===== src/rtl/pipe_pkg.sv =====
// Shared types for the pipeline hazard controller: FSM states,
// exception cause encodings and the NOP used for bubbles.
package pipe_pkg;

    typedef enum logic [1:0] {
        ST_RUN     = 2'b00,
        ST_DRAIN   = 2'b01,
        ST_HANDLER = 2'b10
    } haz_state_e;

    localparam logic [1:0] CAUSE_NONE  = 2'b00;
    localparam logic [1:0] CAUSE_INSTR = 2'b01;
    localparam logic [1:0] CAUSE_MEM   = 2'b10;

    localparam logic [31:0] NOP_INSTR = 32'h0000_0013;

endpackage


===== src/rtl/stall_prio_enc.sv =====
// Highest-set-bit encoder: index of the oldest stage asking to hold,
// plus a valid flag when any request bit is set.
module stall_prio_enc #(
    parameter int W  = 5,
    parameter int IW = (W > 1) ? $clog2(W) : 1
) (
    input  logic [W-1:0]  req_i,
    output logic [IW-1:0] idx_o,
    output logic          valid_o
);

    always_comb begin
        idx_o   = '0;
        valid_o = 1'b0;
        for (int i = 0; i < W; i++) begin
            if (req_i[i]) begin
                idx_o   = IW'(i);
                valid_o = 1'b1;
            end
        end
    end

endmodule


===== src/rtl/pipe_hazard_ctrl.sv =====
// Pipeline stall/bubble control with TLB-miss drain and handler entry.
// Optional perf counters are built when HAZ_PERF_CNT_EN is defined.
module pipe_hazard_ctrl
    import pipe_pkg::*;
#(
    parameter int NUM_STAGES = 5,
    parameter int MEM_STAGE  = 3
) (
    input  logic                  clk,
    input  logic                  reset,
    input  logic [NUM_STAGES-1:0] stall_req,
    input  logic                  tlb_miss_instr,
    input  logic                  tlb_miss_mem,
    input  logic                  iret,
    output logic [NUM_STAGES-1:0] stage_en,
    output logic [NUM_STAGES-1:0] bubble,
    output logic                  exc_take,
    output logic [1:0]            exc_cause,
    output logic [1:0]            fsm_state
`ifdef HAZ_PERF_CNT_EN
    ,
    output logic [31:0]           stall_cycles,
    output logic [15:0]           miss_count
`endif
);

    localparam int IW = $clog2(NUM_STAGES);

    haz_state_e      state_q, state_d;
    logic [1:0]      cause_q, cause_d;
    logic [IW-1:0]   cnt_q, cnt_d;

    logic [IW-1:0]   drain_m;
    logic [IW-1:0]   target;
    logic [NUM_STAGES-1:0] mask;
    logic [IW-1:0]   k_idx;
    logic            k_vld;

    logic            take;
    logic            frz_v;
    logic [IW-1:0]   frz_idx;
    logic [NUM_STAGES-1:0] en_c, bub_c;

    // Frozen boundary while draining: MEM_STAGE for data miss, fetch for instr.
    assign drain_m = (cause_q == CAUSE_MEM) ? IW'(MEM_STAGE) : '0;
    assign target  = IW'(NUM_STAGES - 1) - drain_m;

    always_comb begin
        mask = '1;
        if (state_q == ST_DRAIN) begin
            for (int j = 0; j < NUM_STAGES; j++) begin
                mask[j] = (j > int'(drain_m));
            end
        end
    end

    stall_prio_enc #(
        .W  (NUM_STAGES),
        .IW (IW)
    ) u_enc (
        .req_i   (stall_req & mask),
        .idx_o   (k_idx),
        .valid_o (k_vld)
    );

    always_comb begin
        state_d = state_q;
        cause_d = cause_q;
        cnt_d   = cnt_q;
        take    = 1'b0;
        frz_v   = k_vld;
        frz_idx = k_idx;
        case (state_q)
            ST_DRAIN: begin
                if (cnt_q == target) begin
                    take    = 1'b1;
                    frz_v   = 1'b0;
                    state_d = ST_HANDLER;
                    cnt_d   = '0;
                end else begin
                    frz_v = 1'b1;
                    if (!k_vld) begin
                        frz_idx = drain_m;
                        cnt_d   = cnt_q + IW'(1);
                    end
                end
            end
            ST_HANDLER: begin
                if (iret) begin
                    state_d = ST_RUN;
                    cause_d = CAUSE_NONE;
                end
            end
            default: begin
                if (tlb_miss_mem) begin
                    state_d = ST_DRAIN;
                    cause_d = CAUSE_MEM;
                    cnt_d   = '0;
                end else if (tlb_miss_instr) begin
                    state_d = ST_DRAIN;
                    cause_d = CAUSE_INSTR;
                    cnt_d   = '0;
                end
            end
        endcase
    end

    always_comb begin
        en_c  = '1;
        bub_c = '0;
        if (take) begin
            bub_c = '1;
        end else if (frz_v) begin
            for (int j = 0; j < NUM_STAGES; j++) begin
                en_c[j]  = (j > int'(frz_idx));
                bub_c[j] = (j == int'(frz_idx) + 1);
            end
        end
    end

    // Reset overrides the outputs combinationally, independent of the clock.
    assign stage_en  = reset ? en_c : '1;
    assign bubble    = reset ? bub_c : '0;
    assign exc_take  = reset & take;
    assign exc_cause = cause_q;
    assign fsm_state = state_q;

    always_ff @(posedge clk or negedge reset) begin
        if (!reset) begin
            state_q <= ST_RUN;
            cause_q <= CAUSE_NONE;
            cnt_q   <= '0;
        end else begin
            state_q <= state_d;
            cause_q <= cause_d;
            cnt_q   <= cnt_d;
        end
    end

`ifdef HAZ_PERF_CNT_EN
    always_ff @(posedge clk or negedge reset) begin
        if (!reset) begin
            stall_cycles <= '0;
            miss_count   <= '0;
        end else begin
            if (!(&stage_en) && (stall_cycles != '1)) begin
                stall_cycles <= stall_cycles + 32'd1;
            end
            if ((state_q == ST_RUN) && (state_d == ST_DRAIN)
                && (miss_count != '1)) begin
                miss_count <= miss_count + 16'd1;
            end
        end
    end
`endif

endmodule


===== config.mk =====
export PLATFORM = sky130hd
export DESIGN_NAME = pipe_hazard_ctrl
export DESIGN_NICKNAME = d
export VERILOG_FILES = /design/src/rtl/pipe_pkg.sv /design/src/rtl/stall_prio_enc.sv /design/src/rtl/pipe_hazard_ctrl.sv
export SDC_FILE = /design/constraint.sdc
export NUM_CORES = 1
export LEC_CHECK = 0
export CAP_MARGIN = 30
export CELL_PAD_IN_SITES_DETAIL_PLACEMENT = 1
export CELL_PAD_IN_SITES_GLOBAL_PLACEMENT = 1
export CORE_ASPECT_RATIO = 0.9
export CORE_MARGIN = 2
export CORE_UTILIZATION = 28
export DETAILED_ROUTE_END_ITERATION = 12
export HOLD_SLACK_MARGIN = 0.15
export PLACE_DENSITY = 0.81
export SLEW_MARGIN = 30
export SYNTH_ARGS = -nofsm -noshare
export SYNTH_HDL_FRONTEND = slang
export SYNTH_HIERARCHICAL = 1
export SYNTH_SLANG_ARGS = --single-unit

===== constraint.sdc =====
create_clock -name clk -period 2.45 [get_ports clk]
set_input_delay 0.3675 -clock clk [delete_from_list [all_inputs] [get_ports clk]]
set_output_delay 0.3675 -clock clk [all_outputs]
set_load 0.05 [all_outputs]

==> metrics.md <==
| Metric | Value |
|---|---|
| Outcome | `complete, but fails checks` |
| Failing checks | `setup timing` |
| Final setup fails | `2` |
| Crit start category | `flip-flop` |
| CP top delay family | `simple AND/OR/NAND/NOR gates` |
| Final net count | `140` |
| Critical path peak fanout | `4` |
| Vias/cell | `4.922` |
| Antenna Violating Nets Remaining | `0` |
| Die span in x | `56.68 um` |
| Max Clock Freq | `396.9 MHz` |
| Hold_buf cts | `0` |
| WHS | `0.5493 ns` |
| GR Overflow Total | `0` |
| Prevailing post-synth register cell | `dfrtp_1` |
| Clock Tree Buf Depth | `2` |
| # rows | `17` |
| Ys Warns | `6` |
| Worst path buffer plus inverter count | `2` |
| Drt drc | `0` |
| Post-Syn Area | `699.4 um2` |
| Die height | `51.42 um` |
| CP max-delay cell | `dfrtp_2` |
| Hold worst-path end | `cnt_q[2]` |
| Final Cell Area | `1380 um2` |
| Largest net degree at the start of global routing | `10` |
| Sequential area share after synthesis | `25.04%` |
| Die area | `2914 um2` |
| Hold path cells | `1` |
| Worst Tran Pin Value | `0.5180 ns` |
| I/O Buffers | `24` |
| Final GP Congestion | `0.7653` |
| Root buffer cell | `clkbuf_4` |
| Reg-to-reg slack, setup | `0.41 ns` |
| Core Region | `2404 um2` |
| Post-synth top area share | `25.04%` |
| Vias in the first global route | `810` |
| Worst path arrival time | `2.15 ns` |
| Worst EP required | `2.08 ns` |
| Drt initial violations | `6` |
| Reg-to-reg endpoint | `cnt_q[2]` |
| Pwr Total | `1.268 mW` |
| DP Cell Count | `141` |
| Fill cell count | `273` |
| Max-slew headroom | `65.36%` |
| Worst setup EP type | `primary output` |
| Pleak | `0.6207 nW` |
| Crit path largest cell delay | `0.41 ns` |
| Placed cell areas | `1217 um2` |
| # H-tree levels | `1` |
| Hold Path Class | `reg -> reg` |
| Final cell count without fillers | `153` |
| Peak supply drop | `0.8436 mV` |
| Type of the worst setup path | `reg -> out` |
| Period utilization | `102.8%` |
| Area grow syn2layout | `97.32%` |
| Total GRT Usage | `14.80%` |
| First-pass GRT wire length | `3.353 mm` |
| Min Tclk post-route | `2.519 ns` |
| RSZ-0062 raised after global routing | `yes` |
| Max-cap violations | `0` |
| Syn avg cell area | `8.326 um2` |
| Min-delay src | `cnt_q[2]` |
| CP cell instances | `inv_2, ha_4, nand2_4, and2_4, nor2_4, nor2_1, and2_1, mux2_4, a31o_4, buf_8` |
| First-pass DRT Iterations | `4` |
| Pwr Density | `918.9 nW/um2` |
| Cts bufs inserted | `3` |
| Final hold viol count | `0` |
| Skew-Pair Late Insertion Delay | `0.24 ns` |
| Clk sinks | `7` |
| Synth area leader | `dfrtp_1` |
| TritonCTS clock tree | `yes` |
| Area contributors post-synth | `dfrtp_1 (25%), ha_1 (7.2%), o21ai_0 (7.2%)` |
| EDFF count, synth | `0` |
| Mapped Nets | `98` |
| R2r startpoint | `fsm_state[1]` |
| Syn Inst Count | `84` |
| Clock Skew | `0.0009218 ns` |
| Synth cell types | `33` |
| # diodes | `0` |
| Wire per inst | `13.50 um` |
| Initial Utilization | `29.10%` |
| Initial antenna violation count | `0` |
| Post-detail-place hpwl | `1.705 mm` |
| Top Ports | `25` |
| Commonest cells after routing, fill and taps aside | `clkdlybuf4s50_1 (13), buf_4 (13), buf_12 (10)` |
| Worst R2R Path Depth | `10` |
| Post-route setup slack | `-0.06922 ns` |
| Reg clk slew, reported paths | `0.05 ns` |
| Slew Limit Fails | `0` |
| Asr flop ratio synth | `100.0%` |
| Post-synthesis register bit count | `7` |
| Layout cell share with drive strength beyond 1 | `54.40%` |
| Via count | `753` |
| Final WL | `2.065 mm` |
metrics by stage:
step | util, % | setup WS (ns) | TNS (ns)
detailed placement | 50.65 | -0.01277 | -0.01277
global route | 57.42 | -0.1488 | -0.5114
CTS | 56.32 | -0.07771 | -0.09825
global placement | 50.65 | 0.03181 | 0
finish | 57.42 | -0.06922 | -0.07934
floorplan | - | -0.05235 | -0.1268
sequential cells by signal (all words and copies together) (netlist names):
| register | count |
|---|---|
| fsm_state | 2 |
| exc_cause | 2 |
| cnt_q | 3 |
synthesized netlist by cell type (2+ instances only):
cell type and n:
nor3_1 2, nor2b_1 4, nand3_1 2, o21ai_0 10, dfrtp_1 7, a21o_1 2, a21oi_1 4, and2_1 4
nand2b_1 4, nand2_1 3, inv_1 11, a31o_1 2, nor2_1 4, ha_1 4, mux2_2 3
repair_timing:
item,in CTS,in global routing
pin swaps,5,4
hold endpoints to repair,0,0
gates resized for setup,15,4
cloned,0,0
endpoints found under the setup margin,9,8
setup buffers,7,1
report_power, final:
group          total (mW)  switching, mW  internal (mW)
clock              0.0960         0.0344         0.0616
sequential          0.200         0.0398          0.160
combinational       0.972          0.534          0.439
worst max-delay path by stage:
stage,startpoint,to,cells after the start,slack (ns)
floorplan,fsm_state[1],bubble[4],11,-0.05
global placement,stall_req[1],bubble[4],9,0.03
detailed placement,stall_req[2],bubble[4],9,-0.01
CTS,fsm_state[1],bubble[4],11,-0.08
global route,fsm_state[1],bubble[4],10,-0.15
finish,fsm_state[1],bubble[4],10,-0.07
logic make-up (layout without fill, tap and decap cells):
group / Yosys count / in the layout / synth area share [%]
buffers and inverters: 13 / 54 / 7.692
flip-flops: 7 / 7 / 25.05
adder cells (fa/ha/maj): 4 / 4 / 7.156
AND/OR/NAND/NOR: 28 / 28 / 23.08
AO/OA/AOI/OAI: 26 / 26 / 25.94
multiplexers: 6 / 6 / 11.09
final cells by class:
class,count,area [um2],share of cell area (%)
multi-input combinational,64,625.6,45.33
timing repair buffer,39,465.4,33.73
sequential,7,180.2,13.06
inverter,11,47.55,3.445
clock buffer,4,26.28,1.904
tap,28,35.03,2.539
routing by layer:
layer / global-route usage [%] / part of all wire [%] / vias up
li1: - / - / 378
met1: 15.02 / 43 / 354
met2: 30.04 / 54 / 19
met3: 2.785 / 2.4 / 2
met4: 4.762 / 0.39 / 0
met5: 0 / 0 / -
No activity file was read; power rests on OpenSTA's default activity.
